<file path="src/rtl/cpu_pkg.sv">
// rtl/cpu_pkg.sv - shared opcode, state and sizing definitions for the 8-bit RISC core
package cpu_pkg;

    localparam int WAIT_MAX_DEF = 16;
    localparam int CNT_W_DEF    = 16;

    localparam logic [3:0] OP_NOP  = 4'b0000;
    localparam logic [3:0] OP_HALT = 4'b1111;
    localparam logic [3:0] OP_LD   = 4'b1100;
    localparam logic [3:0] OP_ST   = 4'b1101;
    localparam logic [3:0] OP_BR   = 4'b1001;

    typedef enum logic [2:0] {
        S_FETCH  = 3'd0,
        S_DECODE = 3'd1,
        S_EXEC   = 3'd2,
        S_MEM    = 3'd3,
        S_WB     = 3'd4,
        S_HALT   = 3'd5,
        S_ERR    = 3'd6
    } state_t;

    function automatic logic is_mem_op(input logic [3:0] op);
        return (op == OP_LD) || (op == OP_ST);
    endfunction

endpackage

</file>
<file path="src/rtl/bus_wait_timer.sv">
// rtl/bus_wait_timer.sv - counts cycles spent waiting for a memory ack
module bus_wait_timer #(
    parameter int WAIT_MAX = 16
) (
    input  logic i_clk,
    input  logic i_rst,
    input  logic i_clear,
    input  logic i_tick,
    output logic o_timeout
);

    localparam int CW = (WAIT_MAX > 1) ? $clog2(WAIT_MAX) : 1;

    logic [CW-1:0] r_cnt;

    always_ff @(posedge i_clk) begin
        if (i_rst || i_clear) begin
            r_cnt <= '0;
        end else if (i_tick) begin
            r_cnt <= r_cnt + CW'(1);
        end
    end

    // Fires on the last permitted wait cycle; an ack in that same cycle still wins upstream.
    assign o_timeout = (r_cnt == CW'(WAIT_MAX - 1));

endmodule

</file>
<file path="src/rtl/cpu_ctrl_seq.sv">
// rtl/cpu_ctrl_seq.sv - multi-cycle fetch/decode/exec/mem/wb control sequencer
module cpu_ctrl_seq
    import cpu_pkg::*;
#(
    parameter int WAIT_MAX = WAIT_MAX_DEF,
    parameter int CNT_W    = CNT_W_DEF
) (
    input  logic             clk,
    input  logic             rst,
    input  logic [3:0]       opcode,
    input  logic             br_taken,
    input  logic             imem_ack,
    input  logic             dmem_ack,
    input  logic             resume,
    output logic             en_Fetch,
    output logic             imem_req,
    output logic             ir_load,
    output logic             en_Decode,
    output logic             en_Exec,
    output logic             dmem_req,
    output logic             dmem_we,
    output logic             rf_we,
    output logic             pc_inc,
    output logic             pc_load,
    output logic             halted,
    output logic             err,
    output logic [2:0]       state_dbg,
    output logic [CNT_W-1:0] instr_cnt
);

    state_t           r_state;
    state_t           w_next;
    logic [3:0]       r_op_q;
    logic [CNT_W-1:0] r_instr_cnt;
    logic             w_tick;
    logic             w_timeout;
    logic             w_clear;

    always_ff @(posedge clk) begin
        if (rst) begin
            r_state     <= S_FETCH;
            r_op_q      <= '0;
            r_instr_cnt <= '0;
        end else begin
            r_state <= w_next;
            if (r_state == S_DECODE) begin
                r_op_q <= opcode;
            end
            if (pc_inc || pc_load) begin
                r_instr_cnt <= r_instr_cnt + CNT_W'(1);
            end
        end
    end

    assign w_clear = (w_next != r_state);

    bus_wait_timer #(.WAIT_MAX(WAIT_MAX)) u_wait (
        .i_clk     (clk),
        .i_rst     (rst),
        .i_clear   (w_clear),
        .i_tick    (w_tick),
        .o_timeout (w_timeout)
    );

    always_comb begin
        w_next    = r_state;
        w_tick    = 1'b0;
        en_Fetch  = 1'b0;
        imem_req  = 1'b0;
        ir_load   = 1'b0;
        en_Decode = 1'b0;
        en_Exec   = 1'b0;
        dmem_req  = 1'b0;
        dmem_we   = 1'b0;
        rf_we     = 1'b0;
        pc_inc    = 1'b0;
        pc_load   = 1'b0;
        halted    = 1'b0;
        err       = 1'b0;
        case (r_state)
            S_FETCH: begin
                en_Fetch = 1'b1;
                imem_req = 1'b1;
                if (imem_ack) begin
                    ir_load = 1'b1;
                    w_next  = S_DECODE;
                end else if (w_timeout) begin
                    w_next = S_ERR;
                end else begin
                    w_tick = 1'b1;
                end
            end
            S_DECODE: begin
                en_Decode = 1'b1;
                w_next    = S_EXEC;
            end
            S_EXEC: begin
                en_Exec = 1'b1;
                if (is_mem_op(r_op_q)) begin
                    w_next = S_MEM;
                end else begin
                    case (r_op_q)
                        OP_NOP: begin
                            pc_inc = 1'b1;
                            w_next = S_FETCH;
                        end
                        OP_HALT: begin
                            pc_inc = 1'b1;
                            w_next = S_HALT;
                        end
                        OP_BR: begin
                            pc_load = br_taken;
                            pc_inc  = !br_taken;
                            w_next  = S_FETCH;
                        end
                        default: w_next = S_WB;
                    endcase
                end
            end
            S_MEM: begin
                dmem_req = 1'b1;
                dmem_we  = (r_op_q == OP_ST);
                if (dmem_ack) begin
                    if (r_op_q == OP_ST) begin
                        pc_inc = 1'b1;
                        w_next = S_FETCH;
                    end else begin
                        w_next = S_WB;
                    end
                end else if (w_timeout) begin
                    w_next = S_ERR;
                end else begin
                    w_tick = 1'b1;
                end
            end
            S_WB: begin
                rf_we  = 1'b1;
                pc_inc = 1'b1;
                w_next = S_FETCH;
            end
            S_HALT: begin
                halted = 1'b1;
                if (resume) begin
                    w_next = S_FETCH;
                end
            end
            S_ERR: begin
                err = 1'b1;
            end
            default: w_next = S_FETCH;
        endcase
    end

    assign state_dbg = r_state;
    assign instr_cnt = r_instr_cnt;

endmodule
</file>
<file path="config.mk">
export PLATFORM = sky130hd
export DESIGN_NAME = cpu_ctrl_seq
export DESIGN_NICKNAME = d
export VERILOG_FILES = /design/src/rtl/cpu_pkg.sv /design/src/rtl/bus_wait_timer.sv /design/src/rtl/cpu_ctrl_seq.sv
export SDC_FILE = /design/constraint.sdc
export NUM_CORES = 1
export LEC_CHECK = 0
export BUFFER_PORTS_ARGS = -buffer_cell sky130_fd_sc_hd__clkbuf_2
export CAP_MARGIN = 0
export CORE_MARGIN = 3
export CORE_UTILIZATION = 53
export DETAILED_ROUTE_END_ITERATION = 6
export PLACE_DENSITY = 0.82
export SYNTH_ARGS = -nofsm -noshare
export SYNTH_HDL_FRONTEND = slang
export SYNTH_SLANG_ARGS = --single-unit
</file>
<file path="constraint.sdc">
create_clock -name clk -period 2.3 [get_ports clk]
set_input_delay 0.345 -clock clk [delete_from_list [all_inputs] [get_ports clk]]
set_output_delay 0.345 -clock clk [all_outputs]
set_load 0.02 [all_outputs]
</file>
==> metrics.sh, run 1 <==
FLOORPLAN.DIE.WIDTH_UM=63.29
TIMING.SLEW.HEADROOM_PCT=33.39
CTS_HOLD_BUFFERS=0
AVGROUTEDWIREPERCELL_UM=12.24
LAYOUT_WORST_PATH_CYCLE_SHARE_PCT=94.67
ANTENNA_VIOLATIONS_BEFORE_REPAIR=0
DIE_AREA_UM2=4005
MULTIINPUTGATEAREA_UM2=1106
ENDPOINT_KIND='primary output'
VIA_COUNT=1650
TIMING.CRITICAL_PATH.REQUIRED_NS=1.96
FINAL-SETUP-VIOL-COUNT=0
SLEW_VIOL_FINAL=0
SYNTH-SEQ-CELLS=27
POSTSYNTHAREAPERCELL_UM2=7.978
MAX_CLOCK_FREQ_MHz=459.2
POWER_uW=850.5
FINISH.NET_COUNT=268
YOSYSWARNINGS=0
MIN_PATH_CELLS=3
CRIT_FAMILY='compound AO/OA/AOI/OAI gates'
IO_PINS=41
LEAKAGE_nW=0.8380
TIMING.SETUP.TNS_NS=0
CLKLATENCYLATEPIN_NS=0.32
GRT_REMAINING_OVERFLOW=0
POST_ROUTE_CELLS_DRIVE_ABOVE_1_SHARE_PCT=28.63
N_ANTENNA_CELL=0
GRT_FIRST_PASS_WIRELENGTH_MM=6.486
SYNTH_SEQUENTIAL_AREA_RATIO_PCT=31.08
ROWS=20
PORT-BUFFER-COUNT=40
CRITPATHBUFINV=1
NETLIST_AREA_BEFORE_PLACEMENT_UM2=1739
NUMBER_OF_MAXIMUM_CAPACITANCE_CONSTRAINT_VIOLATIONS=0
DETAIL_ROUTE.FIRST_PASS.ITERATIONS=4
CRITICAL_PATH.MAX_STAGE_DELAY_NS=0.39
WORST-SETUP-PATH-TYPE='reg2out'
WORST_SETUP_PATH_START_KIND='register'
FINAL_HOLD_VIOL_COUNT=0
AREAGROWTHSYNTHTOFINISH_PCT=15.76
CRIT_CELLS=6
DRT_DRC_VIOLATIONS_LEFT=0
NUMBER_OF_SINKS_DRIVEN_BY_THE_CLOCK_TREE=27
CELL_COUNT_AFTER_SYNTHESIS=218
PIN_COUNT_OF_THE_BIGGEST_NET_ENTERING_GLOBAL_ROUTING=38
FIRST_GLOBAL_VIAS=1464
RR_WORST_DEPTH=5
NFILLCELLS=308
IR_WORST_VDD_uV=443.8
CLOCK_TREE_FROM_TRITONCTS='built'
NUMCTSBUFFERS=3
PLACE.GP.CONGESTION=0.8210
CRITPATHSLOWESTCELL='dfxtp_4'
CRIT_PATH_MAX_FANOUT=6
HTREE_LEVELS=1
CLOCKROOTBUFFER='clkbuf_4'
POSTSYNTHNETCOUNT=230
INITIAL_UTILIZATION_PCT=56.05
POWER-PER-CELL-AREA_nW_PER_UM2=422.5
YOSYSUNIQUECELLTYPES=50
DR.FIRST_ITER.DRC_COUNT=84
RSZ0062_AT_GRT='no'
PATH_CLK_SLEW_NS=0.14
AVGVIACOUNTPERCELL=5.518
FINAL_CLOCK_SKEW_NS=0.006113
DETAILED_PLACE.AREA_UM2=1959
OUTCOME='completed'
CHIP_HEIGHT_UM=63.29
ANT_NETS=0
TIMING.CRITICAL_PATH.CELLS='or3_1 -> a21oi_2 -> nor2_1 -> o22a_1 -> o21ai_2 -> buf_4'
TIMING.CRITICAL_PATH.ARRIVAL_NS=1.83
FINAL_DESIGN_AREA_NO_FILL_UM2=2013
REGISTER_AREA_UM2=544.3
DP_HPWL_MM=2.687
POST-ROUTE-MIN-PERIOD_NS=2.177
TIGHTESTPINTRANSITION_NS=0.9925
WORSTHOLDPATHTYPE='in2reg'
POSTROUTEWIRELENGTH_MM=3.661
WORST_CASE_CLOCK_BUFFER_DEPTH=2
COREAREA_UM2=3103
GROUTE.USAGE.OVERALL_PCT=19.21
## flip-flops by register name, summed over array words and instances, names as in the netlist
signal	count
u_wait.r_cnt	4
state_dbg	3
instr_cnt	16
r_op_q	4
## layer usage
layer | up-vias | track usage [%] | wire length [µm]
li1 | 857 | - | -
met1 | 751 | 25.22 | 1751
met2 | 40 | 32.81 | 1729
met3 | 2 | 4.100 | 159
met4 | 0 | 3.235 | 21
met5 | - | 0 | 0
## worst reg2reg max path, delay by kind of cell, from the launching register on
kind            cells  cell delay, ns
simple gates        1            0.38
mux                 1            0.36
flops               1            0.39
compound gates      3            0.85
## cells by family (layout without fill, tap and decap cells)
| logic type | Yosys count | count (layout) | share of synthesized area [%] |
|---|---|---|---|
| and+or+nand+nor | 102 | 102 | 31.58 |
| AOI/OAI and AO/OA | 45 | 45 | 16.40 |
| DFF | 27 | 27 | 31.08 |
| buffers and inverters | 20 | 57 | 6.114 |
| muxes | 18 | 18 | 11.37 |
| xor gates and xnor gates | 4 | 4 | 2.015 |
| adders and majority gates | 2 | 2 | 1.439 |
## per-stage QoR
stage | std cells | util, % | setup slack (ns) | hold slack, ns
after global placement | 294 | 63.15 | 0.1767 | 0.5070
after floorplan | 218 | - | 0.2720 | 0.4837
final | 299 | 64.88 | 0.1225 | 0.2395
after detailed placement | 294 | 63.15 | 0.1453 | 0.5367
after CTS | 298 | 64.19 | 0.04282 | 0.2359
after global routing | 299 | 64.88 | 0.003185 | 0.2532
## path summary, 6_finish.rpt
path / to / slack (ns) / start
setup reg to reg: instr_cnt[8] / 0.21 / r_op_q[1]
setup / recovery: pc_inc / 0.12 / r_op_q[1]
hold reg to reg: u_wait.r_cnt[1] / 0.56 / u_wait.r_cnt[1]
hold / removal: r_op_q[1] / 0.24 / opcode[1]
## timing repair
action	4_1_cts	5_1_grt
gates resized for setup	3	5
setup endpoints to repair	1	4
buffers inserted	0	1
pin swaps	0	1
## cells in the mapped netlist (all sizes together)
master	number	share of area, %
nor2	28	6.0
dfxtp	27	31
a21oi	19	5.5
mux2	14	9.1
nand2	14	3.0
nor2b	14	5.0
nand3	10	2.9
buf	9	3.2
o21ai	9	2.6
nor3	8	2.3
clkbuf	6	1.9
a211oi	5	2.4
inv	5	1.1
and3	4	1.4
mux2i	4	2.3
nand4	4	1.4
and4	3	1.5
nor3b	3	1.6
nor4	3	1.4
ha	2	1.4
nand2b	2	0.72
o31a	2	1.0
or3	2	0.72
or4	2	1.1
xnor2	2	1.0
xor2	2	1.0
a2111oi	1	0.50
a21boi	1	0.43
a2bb2oi	1	0.50
a31oi	1	0.36
and2	1	0.36
and3b	1	0.50
and4b	1	0.58
nand3b	1	0.43
nand4b	1	0.50
o2111ai	1	0.50
o211a	1	0.58
o21a	1	0.43
o221a	1	0.65
o22a	1	0.50
o31ai	1	0.43
## layout make-up
class	instances	area share, %
multi-input cells	171	54.94
flip-flops and latches	27	27.04
repair buffers	48	13.05
well taps	44	2.735
clock buffers	4	1.305
inverters	5	0.9323
## power breakdown
group	total, mW	internal (mW)	switching, mW
sequential	0.494	0.477	0.0168
clock	0.202	0.0679	0.134
combinational	0.155	0.0632	0.0916
total	0.851	0.608	0.243
## layout by cell type (no fill, tap or decap), types with 3 or more instances in the layout
| cell | count |
|---|---|
| a211oi_1 | 4 |
| a21oi_1 | 18 |
| and3_1 | 4 |
| and4_1 | 3 |
| buf_4 | 9 |
| clkbuf_2 | 39 |
| clkbuf_4 | 3 |
| dfxtp_1 | 26 |
| inv_1 | 5 |
| mux2_2 | 14 |
| mux2i_1 | 4 |
| nand2_1 | 14 |
| nand3_1 | 10 |
| nand4_1 | 4 |
| nor2_1 | 28 |
| nor2b_1 | 14 |
| nor3_1 | 8 |
| o21ai_0 | 7 |
No activity file was read; power rests on OpenSTA's default activity.
==> run 2, diff against run 1 <==
Settings changed: ABC_AREA from default to 1, BUFFER_PORTS_ARGS -buffer_cell sky130_fd_sc_hd__clkbuf_2 to default, CORE_UTILIZATION 53 to 55, DONT_BUFFER_PORTS from default to 1, PLACE_DENSITY 0.82 to 0.74.
==> metrics.sh, run 2 <==
AVGROUTEDWIREPERCELL_UM=12.42  # +1.4%
RR_WORST_DEPTH=5  # unchanged
DETAIL_ROUTE.FIRST_PASS.ITERATIONS=6  # +2
FINISH.NET_COUNT=273  # +1.9%
WORST-SETUP-PATH-TYPE='reg2out'
POSTSYNTHNETCOUNT=269  # +17%
GROUTE.USAGE.OVERALL_PCT=19.96  # +0.75 points
SYNTH_SEQUENTIAL_AREA_RATIO_PCT=30.68  # -0.40 points
CLOCK_TREE_FROM_TRITONCTS='built'
AVGVIACOUNTPERCELL=5.520  # about the same
PLACE.GP.CONGESTION=0.9185  # +12%
FLOORPLAN.DIE.WIDTH_UM=62.60  # -1.1%
POWER-PER-CELL-AREA_nW_PER_UM2=503.0  # +19%
N_ANTENNA_CELL=0  # unchanged
MAX_CLOCK_FREQ_MHz=485.6  # +5.7%
DR.FIRST_ITER.DRC_COUNT=106  # +26%
FINAL-SETUP-VIOL-COUNT=0  # unchanged
TIMING.CRITICAL_PATH.ARRIVAL_NS=1.71  # -0.12 ns
FINAL_HOLD_VIOL_COUNT=0  # unchanged
FINAL_DESIGN_AREA_NO_FILL_UM2=1836  # -8.8%
DRT_DRC_VIOLATIONS_LEFT=0  # unchanged
GRT_REMAINING_OVERFLOW=0  # unchanged
FIRST_GLOBAL_VIAS=1463  # -0.068%
NFILLCELLS=290  # -5.8%
PATH_CLK_SLEW_NS=0.15  # about the same
SYNTH_AREA_LEADERS='dfxtp_1 (31%), nand2_1 (11%), nor2_1 (7.0%)'
TIMING.SETUP.TNS_NS=0  # unchanged
WORST_HOLD_PATH_ENDPOINT='instr_cnt[15]'
REGTOREGENDPOINT='u_wait.r_cnt[1]'
WORST_CASE_CLOCK_BUFFER_DEPTH=2  # unchanged
DIE_AREA_UM2=3918  # -2.2%
MIN_PATH_CELLS=1  # -2
ANT_NETS=0  # unchanged
LARGEST_REG_FLOPS=16  # unchanged
ROWS=19  # -5.0%
SLEW_VIOL_FINAL=0  # unchanged
NUMCTSBUFFERS=3  # unchanged
OUTCOME='completed'
CLOCKROOTBUFFER='clkbuf_4'
FINAL_CLOCK_SKEW_NS=0.007002  # +0.0008889 ns
POSTSYNTH.ASYNCRESETSHARE_PCT=0  # unchanged
PORT-BUFFER-COUNT=0  # -100%
RSZ0062_AT_GRT='no'
AREAGROWTHSYNTHTOFINISH_PCT=4.190
YOSYSWARNINGS=0  # unchanged
NETLIST_AREA_BEFORE_PLACEMENT_UM2=1762  # +1.3%
SYNTH_EDF_COUNT=0  # unchanged
SYNTH-SEQ-CELLS=27  # unchanged
NUMBER_OF_SINKS_DRIVEN_BY_THE_CLOCK_TREE=27  # unchanged
POST-ROUTE-MIN-PERIOD_NS=2.059  # -0.1183 ns
SYNTHFLOPTYPE='dfxtp_1'
GRT_FIRST_PASS_WIRELENGTH_MM=6.686  # +3.1%
YOSYSUNIQUECELLTYPES=31  # -38%
HOLD_PATH_STARTPOINT='rst'
CRIT_PATH_MAX_FANOUT=10  # +4
WORST_SETUP_PATH_START_KIND='register'
WORSTHOLDPATHTYPE='in2reg'
TIMING.SLEW.HEADROOM_PCT=55.16  # +22 points
HTREE_LEVELS=1  # unchanged
LAYOUT_COMMON_CELLS='nand2_1 (52), nor2_1 (33), dfxtp_1 (27), inv_1 (25), nand3_1 (22)'
YOSYSMOSTFREQUENTCELL='nand2_1'
IO_PINS=41  # unchanged
VIA_COUNT=1667  # +1.0%
POSTSYNTHAREAPERCELL_UM2=6.855  # -14%
POST-CTS-SETUP-BUFFERS=0  # unchanged
CELL_COUNT_AFTER_SYNTHESIS=257  # +18%
SYNTH_LARGEST_TYPE_AREA_FRACTION_PCT=30.68  # -0.40 points
RRSETUPSLACK_NS=0.51  # +0.30 ns
DETAILED_PLACE.AREA_UM2=1809  # -7.7%
CTS_HOLD_BUFFERS=0  # unchanged
CHIP_HEIGHT_UM=62.60  # -1.1%
LEAKAGE_nW=0.7329  # -13%
NUMBER_OF_MAXIMUM_CAPACITANCE_CONSTRAINT_VIOLATIONS=0  # unchanged
TIMING.CRITICAL_PATH.REQUIRED_NS=1.96  # about the same
DP_HPWL_MM=2.950  # +9.8%
CTSRESIZECOUNT=0  # -3
YOSYSTOPAREACELL='dfxtp_1'
FINAL_COMMON_CELL='nand2_1'
LAYOUT_WORST_PATH_CYCLE_SHARE_PCT=89.53  # -5.1 points
ANTENNA_VIOLATIONS_BEFORE_REPAIR=0  # unchanged
RR_STARTPOINT='state_dbg[1]'
PIN_COUNT_OF_THE_BIGGEST_NET_ENTERING_GLOBAL_ROUTING=25  # -34%
CLKLATENCYLATEPIN_NS=0.33  # about the same
SYNTH.CELLS.MOST_FREQUENT='nand2_1 (52), nor2_1 (33), dfxtp_1 (27), inv_1 (25), nand3_1 (22)'
INITIAL_UTILIZATION_PCT=60.74  # +4.7 points
ENDPOINT_KIND='primary output'
IR_WORST_VDD_uV=301.4  # -32%
POST_ROUTE_CELLS_DRIVE_ABOVE_1_SHARE_PCT=14.23  # -14 points
TIGHTESTPINTRANSITION_NS=0.6689  # -0.3236 ns
COREAREA_UM2=2900  # -6.5%
POSTROUTEWIRELENGTH_MM=3.751  # +2.5%
## run 2: cell types whose count changed after synthesis, sizes merged, moves of 6 or more
cell   delta
inv      +25
xnor2     +6
nor2b    -14
nand2    +43
nor2      +7
nand4    +10
mux2     -14
nand3    +21
## run 2: how the worst max path moves through the flow
stage                        end          from
finish                   pc_load  state_dbg[1]
global route             pc_load  state_dbg[1]
CTS                      pc_load  state_dbg[1]
detailed placement  instr_cnt[8]  state_dbg[1]
global placement    instr_cnt[4]  state_dbg[1]
floorplan                dmem_we  state_dbg[1]
## run 2: logic make-up (layout without fill, tap and decap cells)
| group | Yosys count | count (layout) | share of synthesized area, % |
|---|---|---|---|
| DFF | 27 | 27 | 30.68 |
| xor gates and xnor gates | 10 | 10 | 4.972 |
| and+or+nand+nor | 152 | 152 | 44.67 |
| buffers and inverters | 37 | 40 | 9.162 |
| AOI/OAI and AO/OA | 29 | 29 | 9.091 |
| adders and majority gates | 2 | 2 | 1.420 |
## run 2: final cells by class
| cell class | count | area [µm²] | area share [%] |
|---|---|---|---|
| Multi-Input combinational cell | 193 | 1060 | 57.74 |
| Inverter | 31 | 118.9 | 6.476 |
| Sequential cell | 27 | 540.5 | 29.45 |
| Timing Repair Buffer | 5 | 37.54 | 2.045 |
| Clock buffer | 4 | 26.28 | 1.431 |
| Tap cell | 42 | 52.55 | 2.863 |
## run 2: routing by layer
| metal | up-vias | GRT usage, % | wire length, µm |
|---|---|---|---|
| met5 | - | 0 | 0 |
| met3 | 5 | 5.036 | 213 |
| met4 | 0 | 4.408 | 36 |
| met2 | 46 | 30.09 | 1651 |
| met1 | 752 | 28.52 | 1850 |
| li1 | 864 | - | - |
## run 2: report_power, final
| part | switching (mW) | internal, mW | leakage, nW |
|---|---|---|---|
| clock network | 0.143 | 0.0681 | 0.0150 |
| logic | 0.145 | 0.0608 | 0.499 |
| registers | 0.0229 | 0.484 | 0.219 |
| total | 0.311 | 0.613 | 0.733 |
## run 2: metrics by stage
stage	util [%]	hold slack (ns)	setup slack [ns]	std cells	total power [mW]
after floorplan	-	0.4141	0.5824	257	0.6991
after global placement	62.38	0.4167	0.5546	298	0.7202
after detailed placement	62.38	0.4189	0.5202	298	0.7232
after CTS	63.29	0.04941	0.2247	302	0.9334
after global routing	63.29	0.03087	0.1506	302	0.9773
final	63.29	0.05422	0.2408	302	0.9232
## run 2: critical path, stage by stage (launching register included)
cell and delay (ns):
dfxtp_1 0.66, nand3_2 0.14, inv_2 0.20, nand3_4 0.18, inv_1 0.20
==> run 3, diff against run 2 <==
Settings changed: CORE_ASPECT_RATIO from default to 1.25.
==> metrics.sh, run 3 (same netlist as run 2, synthesis figures left out) <==
POST_LAYOUT_NONFILLER_INSTANCES=297  # -1.7%
NUMBER_OF_SINKS_DRIVEN_BY_THE_CLOCK_TREE=27  # unchanged
PIN_COUNT_OF_THE_BIGGEST_NET_ENTERING_GLOBAL_ROUTING=25  # unchanged
N_ANTENNA_CELL=0  # unchanged
GRT_REMAINING_OVERFLOW=0  # unchanged
AREAGROWTHSYNTHTOFINISH_PCT=4.190  # unchanged
POSTROUTEWIRELENGTH_MM=3.693  # -1.5%
CRITPATHBUFINV=2  # unchanged
DETAIL_ROUTE.FIRST_PASS.ITERATIONS=4  # -2
SLEW_VIOL_FINAL=0  # unchanged
CRITICAL_PATH.MAX_STAGE_DELAY_NS=0.67  # about the same
GROUTE.LAYER.MET2.USAGE_PCT=35.60  # +5.5 points
TIMING.CRITICAL_PATH.CELLS='nand3_2 -> inv_2 -> nand3_4 -> inv_1'
DRT_DRC_VIOLATIONS_LEFT=0  # unchanged
ANTENNA_VIOLATIONS_BEFORE_REPAIR=0  # unchanged
DP_SLACK_NS=0.5167  # -0.003430 ns
HTREE_LEVELS=1  # unchanged
POST-CTS-SETUP-BUFFERS=0  # unchanged
VIA_COUNT=1640  # -1.6%
RR_STARTPOINT='state_dbg[2]'
AVGROUTEDWIREPERCELL_UM=12.43  # +0.11%
ENDPOINT_KIND='primary output'
AVGVIACOUNTPERCELL=5.522  # about the same
NFILLCELLS=308  # +6.2%
DR.FIRST_ITER.DRC_COUNT=70  # -34%
WORST_CASE_CLOCK_BUFFER_DEPTH=2  # unchanged
POST_ROUTE_CELLS_DRIVE_ABOVE_1_SHARE_PCT=14.56  # +0.33 points
LARGEST_REG_FLOPS=16  # unchanged
TIMING.SETUP.TNS_NS=0  # unchanged
ROWS=22  # +3
FINAL_COMMON_CELL='nand2_1'
OUTCOME='completed'
FINAL_DESIGN_AREA_NO_FILL_UM2=1836  # unchanged
PLACE.GP.CONGESTION=0.8611  # -6.2%
DP_HPWL_MM=2.984  # +1.1%
MAX_CLOCK_FREQ_MHz=482.4  # -0.67%
DIE_AREA_UM2=3922  # +0.11%
WORST_SETUP_PATH_START_KIND='register'
FIRST_GLOBAL_VIAS=1557  # +6.4%
TIMING.CRITICAL_PATH.REQUIRED_NS=1.96  # about the same
WORSTHOLDPATHTYPE='in2reg'
CLKLATENCYLATEPIN_NS=0.31  # -0.02 ns
TIGHTESTPINTRANSITION_NS=0.5092  # -0.1598 ns
GRTUSAGEMET1_PCT=22.90  # -5.6 points
CRITPATHSLOWESTCELL='dfxtp_1'
HOLD_PATH_STARTPOINT='rst'
DETAILED_PLACE.AREA_UM2=1809  # unchanged
CRIT_FAMILY='flip-flops'
CTS_HOLD_BUFFERS=0  # unchanged
TIMING.CRITICAL_PATH.ARRIVAL_NS=1.73  # +0.02 ns
CLOCK_TREE_FROM_TRITONCTS='built'
WORST-SETUP-PATH-TYPE='reg2out'
CRIT_PATH_START='state_dbg[1]'
FINAL-SETUP-VIOL-COUNT=0  # unchanged
CTSRESIZECOUNT=0  # unchanged
POWER_uW=911.2  # -1.3%
WORST_SLACK_NS=0.2269  # -0.01392 ns
PATH_CLK_SLEW_NS=0.14  # about the same
CRIT_PATH_MAX_FANOUT=10  # unchanged
COREAREA_UM2=3000  # +3.5%
LEAKAGE_nW=0.7382  # +0.72%
NUMBER_OF_MAXIMUM_CAPACITANCE_CONSTRAINT_VIOLATIONS=0  # unchanged
GLOBAL_ROUTE.PEAK_USAGE_LAYER='met2'
WHS_NS=0.07668  # +0.02246 ns
IR_WORST_VDD_uV=342.5  # +14%
GRT_FIRST_PASS_WIRELENGTH_MM=6.603  # -1.2%
CLOCKROOTBUFFER='clkbuf_4'
GROUTE.USAGE.OVERALL_PCT=20.13  # +0.17 points
CHIP_HEIGHT_UM=69.28  # +11%
GRT_USE_MET3_PCT=4.283  # -0.75 points
FINAL_HOLD_VIOL_COUNT=0  # unchanged
LAYOUT_COMMON_CELLS='nand2_1 (52), nor2_1 (33), dfxtp_1 (27), inv_1 (25), nand3_1 (22)'
PORT-BUFFER-COUNT=0  # unchanged
FINISH.NET_COUNT=274  # +0.37%
POWER-PER-CELL-AREA_nW_PER_UM2=496.4  # -1.3%
ANT_NETS=0  # unchanged
DP.CELLS=293  # -1.7%
NUMCTSBUFFERS=3  # unchanged
TIMING.SLEW.HEADROOM_PCT=66.01  # +11 points
FLOORPLAN.DIE.WIDTH_UM=56.62  # -9.5%
FINISH.UTILIZATION_PCT=61.18  # -2.1 points
FINAL_CLOCK_SKEW_NS=0.005857  # -0.001145 ns
RSZ0062_AT_GRT='no'
LAYOUT_WORST_PATH_CYCLE_SHARE_PCT=90.13  # +0.61 points
IO_PINS=41  # unchanged
INITIAL_UTILIZATION_PCT=58.72  # -2.0 points
POST-ROUTE-MIN-PERIOD_NS=2.073  # +0.01392 ns
[run 3: changes by cell type in the layout (fill, tap and decap cells not counted), sizes merged]
| cell | previous run | this run |
|---|---|---|
| buf | 5 | 6 |
[run 3: worst register-to-register path, cell delays in order (launching register included)]
cell	delay (ns)
dfxtp_1	0.61
inv_2	0.19
nand3_2	0.13
inv_2	0.12
nand3_4	0.16
nand3_4	0.24
a21oi_1	0.20
nor2_1	0.06
[run 3: area by class of cell]
cell class | count | area [µm²] | share of cell area (%)
Clock buffer | 4 | 26.28 | 1.431
Inverter | 31 | 118.9 | 6.476
Multi-Input combinational cell | 193 | 1060 | 57.74
Tap cell | 36 | 45.04 | 2.454
Timing Repair Buffer | 6 | 45.04 | 2.454
Sequential cell | 27 | 540.5 | 29.45
[run 3: final timing paths]
check / cells after the start / endpoint / slack [ns]
min reg2reg: 2 / r_op_q[3] / 0.54
max: 4 / pc_load / 0.23
min: 1 / instr_cnt[5] / 0.08
max reg2reg: 7 / instr_cnt[4] / 0.51
[run 3: where the power goes]
part	leakage, nW	internal [mW]	total (mW)	switching (mW)
Combinational	0.505	0.0616	0.202	0.140
Clock	0.0150	0.0677	0.199	0.131
Sequential	0.219	0.484	0.511	0.0269
Total	0.738	0.613	0.911	0.298
[run 3: metal layers]
metal / up-vias / wire length [µm]
li1: 857 / -
met1: 727 / 1500
met2: 48 / 1909
met3: 8 / 208
met4: 0 / 74
met5: - / 0
